--- src/rtl/gate_sweep_checker_sweep_counter.sv ---
// rtl/gate_sweep_checker_sweep_counter.sv - hold counter and vector counter for the sweep
module sweep_counter #(
  parameter int WIDTH = 2,
  parameter int HOLD  = 5
) (
  input  logic             clk,
  input  logic             rst_n,
  input  logic             clear,
  input  logic             run,
  output logic [WIDTH-1:0] stim,
  output logic             sample_stb,
  output logic             last
);

  localparam int HW = (HOLD > 1) ? $clog2(HOLD) : 1;
  localparam logic [HW-1:0] HOLD_MAX = HW'(HOLD - 1);

  logic [HW-1:0] hold_cnt;

  assign sample_stb = run && (hold_cnt == HOLD_MAX);
  assign last       = (stim == {WIDTH{1'b1}});

  // The final vector is held after its sample so the report shows where the sweep ended.
  always_ff @(posedge clk or negedge rst_n) begin
    if (!rst_n) begin
      stim     <= '0;
      hold_cnt <= '0;
    end else if (clear) begin
      stim     <= '0;
      hold_cnt <= '0;
    end else if (run) begin
      if (sample_stb) begin
        hold_cnt <= '0;
        if (!last) stim <= stim + WIDTH'(1);
      end else begin
        hold_cnt <= hold_cnt + HW'(1);
      end
    end
  end

endmodule

--- config.mk ---
export PLATFORM = sky130hd
export DESIGN_NAME = sweep_counter
export DESIGN_NICKNAME = d
export VERILOG_FILES = /design/src/rtl/gate_sweep_checker_sweep_counter.sv
export SDC_FILE = /design/constraint.sdc
export NUM_CORES = 1
export LEC_CHECK = 0
export BUFFER_PORTS_ARGS = -buffer_cell sky130_fd_sc_hd__buf_2
export CORE_AREA = 2 2 39 41
export DETAILED_ROUTE_END_ITERATION = 12
export DIE_AREA = 0 0 41 43
export GPL_TIMING_DRIVEN = 0
export MAX_ROUTING_LAYER = met4
export PLACE_DENSITY = 0.46
export SKIP_LAST_GASP = 1
export SLEW_MARGIN = 20
export SYNTH_ARGS = -nofsm -noshare
export SYNTH_HDL_FRONTEND = slang
export SYNTH_SLANG_ARGS = --single-unit
--- constraint.sdc ---
create_clock -name clk -period 1.7 [get_ports clk]
set_input_delay 0 -clock clk [delete_from_list [all_inputs] [get_ports clk]]
set_output_delay 0 -clock clk [all_outputs]
set_load 0.02 [all_outputs]
==> flow_summary.json, run 1 <==
{
  "outcome": "complete, no violations",
  "yosysWarnings": 0,
  "vias": 221,
  "start_kind": "flop",
  "antenna_found_initial": 0,
  "layout_common_cells": "7 x buf_2, 5 x dfrtp_1, 3 x ha_1, 3 x clkbuf_4",
  "drive_above_1_share_pct": 35.1,
  "cp-end-kind": "flop",
  "synthesis.area_um2": 289,
  "maxSlewViolCount": 0,
  "ys_seq_area_share_pct": 43.3,
  "register_area_um2": 125,
  "vias_per_cell": 4.17,
  "drv_cap": 0,
  "cp.required_ns": 1.82,
  "layout_commonest_cell": "buf_2",
  "first_iter_violations": 0,
  "p_per_area_nw_per_um2": 787,
  "firstDrtPassIters": 1,
  "antenna_cells": 0,
  "ys_seq_elements": 5,
  "track_usage_pct": 8.88,
  "antenna_left": 0,
  "grt_pass1_wl_mm": 1.00,
  "die_w_um": 41,
  "multi_input_area_um2": 156,
  "clk_pin_slew_worst_paths_ns": 0.04,
  "wl_per_cell_um": 10.8,
  "power.total_uw": 299,
  "n_fill_cell": 162,
  "die_area_um2": 1760,
  "crit_type": "reg2reg",
  "hold_class": "in2reg",
  "start_util_pct": 20.9,
  "cts-resized-gates": 0,
  "max_freq_mhz": 727,
  "rsz0062_at_grt": "false",
  "synth_nets": 32,
  "wirelength_um": 570,
  "final_nets": 45,
  "area_growth_pct": 31.6,
  "ir_drop_mv": 0.259,
  "cts_tree": "done",
  "power_leakage_uw": 0.000197,
  "setup_tns_ns": 0,
  "fin_skew_ns": 0.00154,
  "grt_pass1_vias": 267,
  "htree_num_levels": 1,
  "post-route-util_pct": 27.5,
  "grt_max_degree": 9,
  "clk_path_buf_depth": 2,
  "cts_buffers": 3,
  "cts_sinks": 5,
  "final.period_utilization_pct": 80.9,
  "slew_headroom_pct": 86.2,
  "holdWs_ns": 0.0191,
  "io_pins": 8,
  "setup_slack_ns": 0.325,
  "dp_slack_ns": 0.330,
  "syn_inst": 25,
  "die_y_um": 43,
  "fin_crit_ns": 1.38,
  "syn_avg_cell_area_um2": 11.6,
  "tightest_slew_ns": 0.206,
  "critical_path_arrival_ns": 1.50,
  "synthDistinctLibCells": 16,
  "hold_violations": 0,
  "fp-row-count": 14,
  "worstPathMaxFanout": 4,
  "gp_congestion": 0.622,
  "setup_violations": 0,
  "io_buffers": 7,
  "core_um2": 1380,
  "globalRouteOverflowTotal": 0,
  "drcViolationCount": 0,
  "cts_root_buf": "clkbuf_4",
  "clkLatencyLatePin_ns": 0.24
}
critical path, stage by stage (launching register included):
cell and delay [ns]:
dfrtp_1 0.40, ha_1 0.22, and4b_4 0.34, mux2_4 0.30
what timing repair did:
action / CTS / global route
endpoints found under the hold margin: 5 / 0
setup buffers: 0 / 0
hold buffers: 1 / 0
endpoints found under the setup margin: 0 / 0
cells in the mapped netlist:
master    number  share of area [%]
mux2_4         1                5.2
inv_1          2                2.6
o32ai_1        1                3.0
o211a_1        1                3.5
and4b_4        1                4.8
nor2_1         1                1.3
mux2i_1        1                3.5
nor2b_1        1                2.2
and3_2         1                2.6
xnor2_1        1                3.0
ha_1           3                 13
dfrtp_1        5                 43
nor3_1         2                3.5
nand3b_1       1                2.6
nand2b_1       2                4.3
a21oi_1        1                1.7
layout make-up:
class                      instances  share of cell area (%)
sequential                         5                    32.9
tap                               16                    5.26
clock buffer                       4                    6.91
timing repair buffer               8                    11.8
inverter                           2                    1.97
multi-input combinational         18                    41.1
per-layer routing:
| metal | share of wire (%) | wire, um | vias to the layer above | GRT usage [%] |
|---|---|---|---|---|
| met1 | 49 | 278 | 99 | 10.7 |
| met5 | 0 | 0 | - | - |
| met4 | 0 | 0 | 0 | 6.00 |
| met3 | 8.2 | 47 | 0 | 3.14 |
| li1 | - | - | 114 | - |
| met2 | 43 | 244 | 8 | 11.9 |
flip-flops by register name, summed over array words and instances, names as in the netlist:
name      flops
stim          2
hold_cnt      3
stage by stage:
| step | cells | cell area, um^2 |
|---|---|---|
| finish | 53 | 380 |
| global route | 53 | 380 |
| CTS | 53 | 380 |
| detailed placement | 48 | 344 |
| global placement | 48 | 344 |
| floorplan | 25 | 289 |
power by group:
part | total (uW) | leakage [uW] | switching, uW | internal [uW]
Clock | 137 | 0.0000150 | 48.4 | 88.7
Sequential | 129 | 0.0000683 | 4.65 | 125
Combinational | 32.8 | 0.000114 | 17.4 | 15.4
Total | 299 | 0.000197 | 70.4 | 229
kinds of logic after synthesis:
group                    Yosys count  synth area share [%]
AND/OR/NAND/NOR                    9                  21.2
flip-flops                         5                  43.3
AO/OA/AOI/OAI                      3                  8.22
adder cells (fa/ha/maj)            3                  13.0
buffers and inverters              2                  2.60
multiplexers                       2                  8.66
XOR/XNOR                           1                  3.03
worst paths after layout:
kind                            cells past startpoint           startpoint                       to  slack (ns)
min in group asynchronous                           2                rst_n  hold_cnt[1]$_DFFE_PN0P_        0.11
max in group asynchronous                           2                rst_n      stim[0]$_DFFE_PN0P_        1.45
worst min register to register                      2  stim[1]$_DFFE_PN0P_      stim[1]$_DFFE_PN0P_        0.57
worst min-delay path                                2                clear  hold_cnt[2]$_DFFE_PN0P_        0.02
worst max-delay path                                3  stim[0]$_DFFE_PN0P_      stim[0]$_DFFE_PN0P_        0.32
worst max register to register                      3  stim[0]$_DFFE_PN0P_      stim[0]$_DFFE_PN0P_        0.32
No activity file was read; power rests on OpenSTA's default activity.
==> run 2: changes to the inputs <==
==> constraint.sdc (replaced) <==
create_clock -name clk -period 1.3 [get_ports clk]
set_input_delay 0 -clock clk [delete_from_list [all_inputs] [get_ports clk]]
set_output_delay 0 -clock clk [all_outputs]
set_load 0.02 [all_outputs]
==> run 2 against run 1 <==
The run now ends with negative setup slack left; sequential cell count unchanged; count of clock-buffer cells in the layout did not move; routed wire length is 19% higher; final cell count rose by 9.4%; via count is 10% higher; first-iteration DRC count is the same; die area stayed put; global-route usage is 2.6 points higher; critical path type unchanged; critical endpoint unchanged.
==> flow_summary.json, run 2 (synthesis gave the netlist of run 1 again) <==
{
  "final_nets": 50,
  "ir_drop_mv": 0.366,
  "layout_common_cells": "7 x buf_2, 5 x buf_4, 3 x clkbuf_4, 3 x dfrtp_1",
  "layout_commonest_cell": "buf_2",
  "cp-end-kind": "flop",
  "grt_pass1_wl_mm": 1.25,
  "cp.required_ns": 1.42,
  "worst_path_max_delay_cell": "dfrtp_2",
  "grt_max_degree": 9,
  "cts_sinks": 5,
  "outcome": "finished, violations left",
  "clk_path_buf_depth": 2,
  "antenna_left": 0,
  "vias_per_cell": 4.21,
  "globalRouteOverflowTotal": 0,
  "path_buf_inv": 0,
  "die_y_um": 43,
  "slew_headroom_pct": 85.5,
  "drive_above_1_share_pct": 54.8,
  "final_cells": 58,
  "fin_crit_ns": 1.32,
  "fp-row-count": 14,
  "io_buffers": 7,
  "hold_violations": 0,
  "power_leakage_uw": 0.000219,
  "n_fill_cell": 157,
  "post-place-cells": 48,
  "vias": 244,
  "max_freq_mhz": 756,
  "tightest_slew_ns": 0.217,
  "drv_cap": 0,
  "gp_congestion": 0.601,
  "reg2regPathDepth": 3,
  "die_w_um": 41,
  "failed_checks": "negative setup slack",
  "rsz0062_at_grt": "true",
  "hold_depth": 2,
  "grt_pass1_vias": 303,
  "htree_num_levels": 1,
  "top_register": "hold_cnt",
  "final.period_utilization_pct": 102,
  "io_pins": 8,
  "start_kind": "flop",
  "setup_slack_ns": -0.0231,
  "antenna_cells": 0,
  "cts_root_buf": "clkbuf_4",
  "post-route-util_pct": 32.2,
  "slowest_delay_ns": 0.42,
  "drcViolationCount": 0,
  "clk_pin_slew_worst_paths_ns": 0.05,
  "first_iter_violations": 0,
  "clkLatencyLatePin_ns": 0.24,
  "crit_type": "reg2reg",
  "worstReg2RegEnd": "stim[0]$_DFFE_PN0P_",
  "top_regs": "hold_cnt: 3 flops, stim: 2 flops",
  "fin_skew_ns": 0.00361,
  "critical_path_arrival_ns": 1.44,
  "wirelength_um": 678,
  "setup_violations": 1,
  "hold_class": "in2reg",
  "cpLargestDelayFamily": "flip-flops",
  "die_area_um2": 1760,
  "worstPathCellList": "ha_4, and4b_4, mux2_4",
  "area_growth_pct": 54.1,
  "hp-start": "clear",
  "firstDrtPassIters": 1,
  "worstPathMaxFanout": 2,
  "cts_tree": "done",
  "maxSlewViolCount": 0,
  "track_usage_pct": 11.5,
  "p_per_area_nw_per_um2": 924,
  "wl_per_cell_um": 11.7,
  "cts_buffers": 3,
  "antenna_found_initial": 0,
  "reg2reg_from": "stim[1]$_DFFE_PN0P_",
  "r2r_setup_slack_ns": -0.02,
  "hold_end": "hold_cnt[2]$_DFFE_PN0P_",
  "cp_num_cells": 3,
  "dpl.hpwl_um": 467,
  "largest_register_ffs": 3,
  "start_util_pct": 20.9,
  "core_um2": 1380
}
-- run 2: repair_timing --
action	in CTS	in global routing
endpoints found under the hold margin	5	0
setup buffers	5	0
setup endpoints to repair	2	3
gates resized for setup	0	3
hold buffers	1	0
pin swaps	1	0
-- run 2: worst max-delay path by stage --
stage	startpoint	endpoint
floorplan	stim[0]$_DFFE_PN0P_	stim[0]$_DFFE_PN0P_
global placement	stim[0]$_DFFE_PN0P_	stim[0]$_DFFE_PN0P_
detailed placement	stim[1]$_DFFE_PN0P_	stim[0]$_DFFE_PN0P_
CTS	stim[0]$_DFFE_PN0P_	stim[0]$_DFFE_PN0P_
global route	stim[1]$_DFFE_PN0P_	stim[0]$_DFFE_PN0P_
finish	stim[1]$_DFFE_PN0P_	stim[0]$_DFFE_PN0P_
-- run 2: area by class of cell --
type | instances | area, um^2 | area share, %
repair buffers | 13 | 82.6 | 18.5
well taps | 16 | 20.0 | 4.49
clock buffers | 4 | 26.3 | 5.90
inverters | 2 | 7.51 | 1.69
flip-flops and latches | 5 | 128 | 28.7
multi-input cells | 18 | 181 | 40.7
-- run 2: stage by stage --
step / setup WS, ns / hold WS [ns] / area, um^2 / setup TNS [ns] / total power (uW)
2_1_floorplan: -0.101 / -0.296 / 304 / -0.101 / 194
3_3_place_gp: -0.0302 / -0.175 / 359 / -0.0302 / 210
3_5_place_dp: -0.0409 / -0.173 / 359 / -0.0409 / 213
4_1_cts: -0.0200 / 0.0261 / 433 / -0.0200 / 412
5_1_grt: -0.0565 / 0.0357 / 445 / -0.112 / 445
6_report: -0.0231 / 0.0300 / 445 / -0.0231 / 412
-- run 2: power by group --
part / switching [uW] / total (uW) / internal [uW] / leakage (uW)
logic: 29.9 / 59.7 / 29.8 / 0.000139
registers: 4.50 / 167 / 163 / 0.0000650
clock network: 68.2 / 185 / 116 / 0.0000150
-- run 2: metal layers --
layer | track usage (%) | wire length [um]
met1 | 12.8 | 301
met2 | 15.9 | 332
met3 | 4.71 | 44
met4 | 8.00 | 0
met5 | - | 0
==> run 3: changes to the inputs <==
--- a/config.mk
+++ b/config.mk
@@ -5,6 +5,7 @@
 export SDC_FILE = /design/constraint.sdc
 export NUM_CORES = 1
 export LEC_CHECK = 0
+export ABC_AREA = 1
 export BUFFER_PORTS_ARGS = -buffer_cell sky130_fd_sc_hd__buf_2
 export CORE_AREA = 2 2 39 41
 export DETAILED_ROUTE_END_ITERATION = 12
==> run 3 against run 2 <==
The run now ends clean; worst hold slack improved by 0.013 ns; sequential share of layout area up 3.6 points; register-to-register slack improved by 0.22 ns; global-route usage shrank 3.0 points; first-iteration DRC count is the same; synthesized cell count up 48%.
==> flow_summary.json, run 3 <==
{
  "outcome": "complete, no violations",
  "ys_seq_elements": 5,
  "switchingPower_uw": 133,
  "synthDistinctLibCells": 12,
  "clk_pin_slew_worst_paths_ns": 0.04,
  "max_freq_mhz": 851,
  "setup_violations": 0,
  "clk_path_buf_depth": 2,
  "setup_slack_ns": 0.125,
  "io_pins": 8,
  "internal_power_uw": 325,
  "cts_buffers": 3,
  "final.period_utilization_pct": 90.4,
  "synth_top_area_share_pct": 42.2,
  "cts_sinks": 5,
  "area_growth_pct": 30.8,
  "grt_max_degree": 7,
  "die_area_um2": 1760,
  "antenna_found_initial": 0,
  "core_um2": 1380,
  "cp.required_ns": 1.30,
  "syn_inst": 37,
  "syn_avg_cell_area_um2": 8.01,
  "fin_crit_ns": 1.18,
  "cts-resized-gates": 0,
  "hold_buffers": 1,
  "cp-end-kind": "output port",
  "power_leakage_uw": 0.000225,
  "drcViolationCount": 0,
  "synth_area_leaders": "dfrtp_1 42%, ha_1 13%, nand2_1 13%",
  "dpl.hpwl_um": 431,
  "top_register": "hold_cnt",
  "die_w_um": 41,
  "synthFlopType": "dfrtp_1",
  "start_kind": "flop",
  "drv_cap": 0,
  "ys_seq_area_share_pct": 42.2,
  "synthTopCellsByCount": "10 x nand2_1, 6 x inv_1, 5 x dfrtp_1",
  "swShare_pct": 29.1,
  "p_per_area_nw_per_um2": 1180,
  "final_nets": 57,
  "hold_class": "in2reg",
  "n_fill_cell": 153,
  "dp_slack_ns": 0.197,
  "vias": 252,
  "hold_violations": 0,
  "firstDrtPassIters": 1,
  "htree_num_levels": 1,
  "power_frac_comb_pct": 21.2,
  "synth.most_common_cell": "nand2_1",
  "wl_per_cell_um": 8.06,
  "synthesis.area_um2": 297,
  "track_usage_pct": 8.50,
  "pwr-share-clk_pct": 38.4,
  "synthArstFlopShare_pct": 100,
  "clkLatencyLatePin_ns": 0.24,
  "rsz0062_at_grt": "false",
  "start_util_pct": 21.4,
  "layout_commonest_cell": "nand2_1",
  "grt_pass1_wl_um": 924,
  "maxSlewViolCount": 0,
  "multi_input_area_um2": 145,
  "globalRouteOverflowTotal": 0,
  "synth_nets": 44,
  "die_y_um": 43,
  "setup_tns_ns": 0,
  "cts_root_buf": "clkbuf_4",
  "crit_type": "reg2out",
  "ir_drop_mv": 0.370,
  "worstPathMaxFanout": 3,
  "p_seq_share_pct": 40.4,
  "drive_above_1_share_pct": 28.6,
  "grt_pass1_vias": 244,
  "slew_headroom_pct": 90.1,
  "yosysWarnings": 0,
  "gp_congestion": 0.616,
  "cts_tree": "done",
  "tightest_slew_ns": 0.149,
  "post_cts_buffers": 0,
  "top_regs": "hold_cnt: 3 flops, stim: 2 flops",
  "vias_per_cell": 3.88,
  "largest_register_ffs": 3,
  "fp-row-count": 14,
  "wirelength_um": 524,
  "synth_edf_count": 0,
  "layout_common_cells": "10 x nand2_1, 7 x buf_2, 6 x inv_1",
  "critical_path_arrival_ns": 1.18,
  "fin_skew_ns": 0.00410,
  "first_iter_violations": 0,
  "io_buffers": 7,
  "antenna_left": 0,
  "register_area_um2": 125,
  "antenna_cells": 0,
  "synth_area_leader_cell": "dfrtp_1"
}
-- run 3: path summary, 6_finish.rpt --
check / start / to / slack (ns) / cells past startpoint
worst min register to register: stim[1]$_DFFE_PN0P_ / stim[1]$_DFFE_PN0P_ / 0.51 / 2
min in group asynchronous: rst_n / hold_cnt[0]$_DFFE_PN0P_ / 0.10 / 2
worst max-delay path: hold_cnt[0]$_DFFE_PN0P_ / sample_stb / 0.12 / 5
worst max register to register: hold_cnt[0]$_DFFE_PN0P_ / stim[1]$_DFFE_PN0P_ / 0.20 / 7
max in group asynchronous: rst_n / hold_cnt[1]$_DFFE_PN0P_ / 1.07 / 2
worst min-delay path: run / hold_cnt[0]$_DFFE_PN0P_ / 0.04 / 3
-- run 3: cell type report --
class,instances,area share [%]
sequential,5,32.3
inverter,7,6.77
multi-input combinational,25,37.4
tap,16,5.16
clock buffer,4,6.77
timing repair buffer,8,11.6
-- run 3: cell families after synthesis --
family	synth area share, %
fa+ha+maj	12.7
compound gates	5.49
simple gates	30.8
buf+inv	8.86
flops	42.2
-- run 3: stage by stage --
| stage | utilization, % | cells | hold WS [ns] | cell area, um^2 | power [uW] |
|---|---|---|---|---|---|
| finish | 28.0 | 65 | 0.0432 | 388 | 458 |
| floorplan | - | 37 | -0.296 | 297 | 252 |
| CTS | 28.0 | 65 | 0.0360 | 388 | 472 |
| detailed placement | 25.4 | 60 | -0.180 | 352 | 284 |
| global route | 28.0 | 65 | 0.0421 | 388 | 497 |
| global placement | 25.4 | 60 | -0.179 | 352 | 284 |
-- run 3: power by group through the flow --
stage	clock [uW]	combinational, uW	sequential (uW)
after floorplan	0	53.1	199
after global placement	0	96.1	188
after detailed placement	0	96.6	188
after CTS	188	99.1	186
after global routing	194	114	188
final	176	97.1	185
-- run 3: per-layer routing --
metal	wire length, um	track usage, %	up-vias
met2	254	11.3	4
met1	247	9.21	108
met3	22	3.14	0
li1	-	-	140
met5	0	-	-
met4	0	8.00	0
-- run 3: worst max-delay path: stages (launching register included) --
cell     delay, ns
dfrtp_1       0.39
inv_1         0.08
ha_1          0.16
nand3_2       0.10
inv_1         0.06
buf_2         0.15
